==> src/rtl/sequenciador_pkg.sv <==
// rtl/sequenciador_pkg.sv - shared state encodings and default widths for the Simon-style sequencer
package sequenciador_pkg;

  localparam int ST_W          = 4;
  localparam int ADDR_W_DEF    = 4;
  localparam int DATA_W_DEF    = 4;
  localparam int LAST_ADDR_DEF = 15;
  localparam int TIMEOUT_DEF   = 5000;

  typedef enum logic [ST_W-1:0] {
    INICIAL       = 4'd0,
    PREPARA       = 4'd1,
    LE_ROM        = 4'd2,
    ESPERA_JOGADA = 4'd3,
    COMPARA       = 4'd4,
    PROX_JOGADA   = 4'd5,
    PROX_RODADA   = 4'd6,
    FIM_ACERTO    = 4'd7,
    FIM_ERRO      = 4'd8,
    FIM_TIMEOUT   = 4'd9
  } estado_t;

endpackage

==> src/rtl/contador_timeout.sv <==
// rtl/contador_timeout.sv - move timer: up counter with clear, enable and terminal count at TIMEOUT-1
module contador_timeout #(
  parameter int TIMEOUT = 5000,
  parameter int W       = $clog2(TIMEOUT + 1)
) (
  input  logic clock,
  input  logic reset_n,
  input  logic clear,
  input  logic enable,
  output logic terminal
);

  localparam logic [W-1:0] TERM = W'(TIMEOUT - 1);
  localparam logic [W-1:0] MAX  = W'(TIMEOUT);

  logic [W-1:0] count_q;
  logic [W-1:0] count_d;

  // clear has priority; the count stops at TIMEOUT so it can never wrap
  always_comb begin
    count_d = count_q;
    if (clear) begin
      count_d = '0;
    end else if (enable && (count_q != MAX)) begin
      count_d = count_q + W'(1);
    end
  end

  // count register
  always_ff @(posedge clock or negedge reset_n) begin
    if (!reset_n) begin
      count_q <= '0;
    end else begin
      count_q <= count_d;
    end
  end

  assign terminal = (count_q == TERM);

endmodule

==> src/rtl/sequenciador_memoria.sv <==
// rtl/sequenciador_memoria.sv - Simon-style game controller reading the pattern ROM and checking player moves
module sequenciador_memoria
  import sequenciador_pkg::*;
#(
  parameter int ADDR_W    = ADDR_W_DEF,
  parameter int DATA_W    = DATA_W_DEF,
  parameter int LAST_ADDR = LAST_ADDR_DEF,
  parameter int TIMEOUT   = TIMEOUT_DEF
) (
  input  logic              clock,
  input  logic              reset_n,
  input  logic              iniciar,
  input  logic              jogada_valida,
  input  logic [DATA_W-1:0] jogada,
  output logic [ADDR_W-1:0] rom_address,
  input  logic [DATA_W-1:0] rom_data,
  output logic [ADDR_W-1:0] rodada,
  output logic              pronto,
  output logic              acertou,
  output logic              errou,
  output logic              timeout,
  output logic [ST_W-1:0]   estado_db
);

  localparam int              TMR_W    = $clog2(TIMEOUT + 1);
  localparam logic [ADDR_W-1:0] LAST_IDX = ADDR_W'(LAST_ADDR);

  estado_t           estado_q, estado_d;
  logic [ADDR_W-1:0] addr_q, addr_d;
  logic [ADDR_W-1:0] rodada_q, rodada_d;
  logic [DATA_W-1:0] jogada_q, jogada_d;
  logic              jv_q, jv_d;
  logic              pronto_q, pronto_d;
  logic              acertou_q, acertou_d;
  logic              errou_q, errou_d;
  logic              timeout_q, timeout_d;

  logic tmr_clear;
  logic tmr_enable;
  logic tmr_term;
  logic aceita;

  contador_timeout #(
    .TIMEOUT (TIMEOUT),
    .W       (TMR_W)
  ) u_timer (
    .clock    (clock),
    .reset_n  (reset_n),
    .clear    (tmr_clear),
    .enable   (tmr_enable),
    .terminal (tmr_term)
  );

  // a move counts only on a rising edge of the strobe seen while waiting for it
  assign aceita = (estado_q == ESPERA_JOGADA) && jogada_valida && !jv_q;

  // next-state, counters, move capture and registered outcome flags
  always_comb begin
    estado_d   = estado_q;
    addr_d     = addr_q;
    rodada_d   = rodada_q;
    jogada_d   = jogada_q;
    jv_d       = jogada_valida;
    tmr_clear  = 1'b0;
    tmr_enable = 1'b0;

    case (estado_q)
      INICIAL: begin
        if (iniciar) estado_d = PREPARA;
      end
      PREPARA: begin
        addr_d    = '0;
        rodada_d  = '0;
        tmr_clear = 1'b1;
        estado_d  = LE_ROM;
      end
      LE_ROM: begin
        estado_d = ESPERA_JOGADA;
      end
      ESPERA_JOGADA: begin
        tmr_enable = 1'b1;
        if (aceita) begin
          jogada_d  = jogada;
          tmr_clear = 1'b1;
          estado_d  = COMPARA;
        end else if (tmr_term) begin
          estado_d = FIM_TIMEOUT;
        end
      end
      COMPARA: begin
        if (jogada_q != rom_data) begin
          estado_d = FIM_ERRO;
        end else if (addr_q < rodada_q) begin
          estado_d = PROX_JOGADA;
        end else if (rodada_q < LAST_IDX) begin
          estado_d = PROX_RODADA;
        end else begin
          estado_d = FIM_ACERTO;
        end
      end
      PROX_JOGADA: begin
        addr_d   = addr_q + ADDR_W'(1);
        estado_d = LE_ROM;
      end
      PROX_RODADA: begin
        rodada_d = rodada_q + ADDR_W'(1);
        addr_d   = '0;
        estado_d = LE_ROM;
      end
      FIM_ACERTO, FIM_ERRO, FIM_TIMEOUT: begin
        if (iniciar) estado_d = PREPARA;
      end
      default: begin
        estado_d = INICIAL;
      end
    endcase

    // flags follow the state being entered, so they rise together with it
    acertou_d = (estado_d == FIM_ACERTO);
    errou_d   = (estado_d == FIM_ERRO);
    timeout_d = (estado_d == FIM_TIMEOUT);
    pronto_d  = acertou_d || errou_d || timeout_d;
  end

  // state and datapath registers
  always_ff @(posedge clock or negedge reset_n) begin
    if (!reset_n) begin
      estado_q  <= INICIAL;
      addr_q    <= '0;
      rodada_q  <= '0;
      jogada_q  <= '0;
      jv_q      <= 1'b0;
      pronto_q  <= 1'b0;
      acertou_q <= 1'b0;
      errou_q   <= 1'b0;
      timeout_q <= 1'b0;
    end else begin
      estado_q  <= estado_d;
      addr_q    <= addr_d;
      rodada_q  <= rodada_d;
      jogada_q  <= jogada_d;
      jv_q      <= jv_d;
      pronto_q  <= pronto_d;
      acertou_q <= acertou_d;
      errou_q   <= errou_d;
      timeout_q <= timeout_d;
    end
  end

  assign rom_address = addr_q;
  assign rodada      = rodada_q;
  assign pronto      = pronto_q;
  assign acertou     = acertou_q;
  assign errou       = errou_q;
  assign timeout     = timeout_q;
  assign estado_db   = estado_q;

endmodule

==> config.mk <==
export PLATFORM = sky130hd
export DESIGN_NAME = sequenciador_memoria
export DESIGN_NICKNAME = d
export VERILOG_FILES = /design/src/rtl/sequenciador_pkg.sv /design/src/rtl/contador_timeout.sv /design/src/rtl/sequenciador_memoria.sv
export SDC_FILE = /design/constraint.sdc
export NUM_CORES = 1
export LEC_CHECK = 0
export BUFFER_PORTS_ARGS = -buffer_cell sky130_fd_sc_hd__buf_2
export CORE_UTILIZATION = 57
export DETAILED_ROUTE_END_ITERATION = 10
export PLACE_DENSITY = 0.79
export SLEW_MARGIN = 20
export SYNTH_ARGS = -nofsm -noshare
export SYNTH_HDL_FRONTEND = slang
export SYNTH_HIERARCHICAL = 1
export SYNTH_SLANG_ARGS = --single-unit
==> constraint.sdc <==
create_clock -name clock -period 2.65 [get_ports clock]
set_clock_uncertainty 0.2 [all_clocks]
set_input_delay 0 -clock clock [delete_from_list [all_inputs] [get_ports clock]]
set_output_delay 0 -clock clock [all_outputs]
set_load 0.01 [all_outputs]
==> reports/metrics.csv <==
metric;value;unit
finalCriticalPeriod;2510;ps
post_cts.resized_instances;0;
final_cell_area;2340;sq um
met1_length;1.99;mm
rsz0062_at_grt;no;
wirelength_routed;4.55;mm
synth_area_leader_cell;sky130_fd_sc_hd__dfrtp_1;
cts_tree;done;
synth.yosys.seq_area_share;0.435;
start_util;0.621;
routability_driven_placement_congestion_ratio;0.861;
numPortBuffers;27;
critical_path_arrival;2590;ps
top_layer_used;met4;
drive_gt1_frac;0.184;
reg_clk_slew_reported_paths;110;ps
final-seq-area;851;sq um
setup_violations;0;
cts.htree.levels;2;
synth_top_cell_area_share;0.435;
synth_area_per_cell;9.64;sq um
grt_usage;0.276;
timing.reg2reg.setup_slack;140;ps
numCtsBuffers;5;
vias_in_the_first_global_route;1653;
synth_cell_types;51;
ys_ff_latch;34;
place_worst_setup_slack;430;ps
net_count_synth;222;
first_pass_grt_wire_length;7.31;mm
std_cell_rows;20;
startpoint_of_the_worst_slack_reg_to_reg_timing_path;jogada_q[0];
critical_path_class;flop to flop;
root_buffer_master;sky130_fd_sc_hd__clkbuf_4;
worst_ir_drop_vdd;0.697;mV
hold_class;primary input to asynchronous set/reset pin;
r2r_cells;6;
top_level_ports;28;
worst_skew_pair.late_latency;340;ps
firstDrtPassIters;4;
avgViaCountPerCell;6.02;
synth_cells;203;
max_stage_delay;590;ps
routed-wl-met2;2.20;mm
worst_path_most_repeated_cell;sky130_fd_sc_hd__dlygate4sd3_1;
detailed_place_hpwl;3.21;mm
antenna_violations_before_repair;0;
synth_edf_count;0;
detail_route_antenna_nets;0;
synth-async-reset-ratio;1.00;
crit_path_start_kind;flop;
number_of_hold_violations_in_the_final_report;0;
critical_path.reg2reg.endpoint;estado_db[2];
chip_height;60.6;um
die-width;60.6;um
floorplan.core_area;3150;sq um
multi_input_area;1020;sq um
final_max_slew_viol_count;0;
total_leakage_power;1.09;nW
cap_violations;0;
syn_area;1960;sq um
antenna_cells;0;
grt_start_max_net_pins;35;
tns_setup;0;ps
achievable-frequency;399;MHz
postSynth.topFlopCell;sky130_fd_sc_hd__dfrtp_1;
synthTopCellsByArea;sky130_fd_sc_hd__dfrtp_1 (43%), sky130_fd_sc_hd__ha_1 (4.5%), sky130_fd_sc_hd__nor2_1 (3.6%);
most-common-layout-cells;sky130_fd_sc_hd__dfrtp_1 (34), sky130_fd_sc_hd__buf_2 (27), sky130_fd_sc_hd__nor2_1 (19), sky130_fd_sc_hd__nand2_1 (14), sky130_fd_sc_hd__inv_1 (11);
route.met3.wl;274;um
layout_worst_path_cycle_share;0.946;
crit_fanout;2;
drt_iter0_drc;101;
routed-via-count;1735;
route.detailed.drc;0;
nets;262;
wl_per_cell;15.8;um
end_kind;flop;
grt_remaining_overflow;0;
syn2layout_area_growth;19.8;%
worst_slew_pin_slew;740;ps
worst_slack;142;ps
pwr_density_cell;872;nW/um^2
slew_headroom;0.506;
clock_tree.buffer_depth;2;
status;finished clean;
cp_slowest_cell;sky130_fd_sc_hd__dlygate4sd3_1;
floorplan.die_area;3670;sq um
ys_warn_count;6;
layout_commonest_cell;sky130_fd_sc_hd__dfrtp_1;
critical_path.cell_chain;xnor2_1, nand4_1, dlygate4sd3_1, or2_1, nand3_1, dlygate4sd3_1;
placed_area;2140;sq um
numClockSinks;34;
filler_cell_count;246;
cp.required;2740;ps
## logic make-up (layout without fill, tap and decap cells)
family,Yosys count,count (layout),share of synthesized area
compound gates,39,39,0.146
simple gates,83,83,0.230
fa+ha+maj,7,7,0.0448
flops,34,34,0.435
xor+xnor,11,11,0.0492
buf+inv,20,61,0.0435
mux,9,9,0.0518
## cell type report
| class | count | share of cell area |
|---|---|---|
| multi-input cells | 149 | 0.436 |
| flip-flops and latches | 34 | 0.363 |
| repair buffers | 41 | 0.113 |
| clock inverters | 3 | 0.0294 |
| well taps | 44 | 0.0235 |
| inverters | 12 | 0.0192 |
| clock buffers | 5 | 0.0160 |
## worst max-delay path by stage
stage	slack (ps)	endpoint	from
2_1_floorplan	590	u_timer/count_q[0]	estado_db[0]
3_3_place_gp	520	pronto	u_timer/count_q[7]
3_5_place_dp	430	pronto	u_timer/count_q[7]
4_1_cts	150	estado_db[2]	jogada_q[0]
5_1_grt	20	estado_db[2]	jogada_q[2]
6_report	140	estado_db[2]	jogada_q[0]
## cell usage after synthesis, types with 4 or more instances
library cell and instances:
sky130_fd_sc_hd__dfrtp_1 34, sky130_fd_sc_hd__nor2_1 19, sky130_fd_sc_hd__nand2_1 14, sky130_fd_sc_hd__inv_1 11, sky130_fd_sc_hd__ha_1 7, sky130_fd_sc_hd__nand3_1 7, sky130_fd_sc_hd__nand4_1 7, sky130_fd_sc_hd__a21oi_1 6
sky130_fd_sc_hd__xor2_1 6, sky130_fd_sc_hd__clkbuf_1 5, sky130_fd_sc_hd__nand2b_1 5, sky130_fd_sc_hd__nor2b_1 5, sky130_fd_sc_hd__xnor2_1 5, sky130_fd_sc_hd__a22o_1 4, sky130_fd_sc_hd__mux2_1 4, sky130_fd_sc_hd__o21ai_0 4
## timing repair
| action | in CTS | in global routing |
|---|---|---|
| setup buffers | 0 | 0 |
| hold endpoints to repair | 43 | 0 |
| hold buffers | 10 | 0 |
| endpoints found under the setup margin | 0 | 0 |
## critical path: cells and delay by family, from the launching register on
family	cells	cell delay [ps]
flops	1	430
xor+xnor	1	210
buf+inv	2	1130
simple gates	3	480
## registers in the layout, indices dropped and copies added (netlist names)
| name | count |
|---|---|
| errou | 1 |
| rom_address | 4 |
| pronto | 1 |
| u_timer/count_q | 13 |
| acertou | 1 |
| jogada_q | 4 |
| timeout | 1 |
| estado_db | 4 |
| jv_q | 1 |
| rodada | 4 |
## metal layers
metal / GRT usage / vias to the layer above
met5: 0 / -
met4: 0.0942 / 0
met3: 0.0853 / 10
met2: 0.452 / 73
met1: 0.349 / 841
li1: - / 811
## where the power goes
part | switching [mW] | leakage [nW] | total, mW | internal, mW
clock | 0.189 | 0.0554 | 0.484 | 0.295
sequential | 0.138 | 0.456 | 0.755 | 0.617
combinational | 0.440 | 0.575 | 0.805 | 0.364
total | 0.768 | 1.09 | 2.04 | 1.28
## per-stage QoR
step / hold WS (ps) / util / total power, mW / instances
global placement: -110 / 0.678 / 1.48 / 270
finish: 44.1 / 0.743 / 2.04 / 288
CTS: 12.5 / 0.743 / 2.03 / 288
global route: 66.0 / 0.743 / 2.16 / 288
floorplan: -496 / - / 1.30 / 203
detailed placement: -97.6 / 0.678 / 1.53 / 270
(Power assumes the default switching activity.)
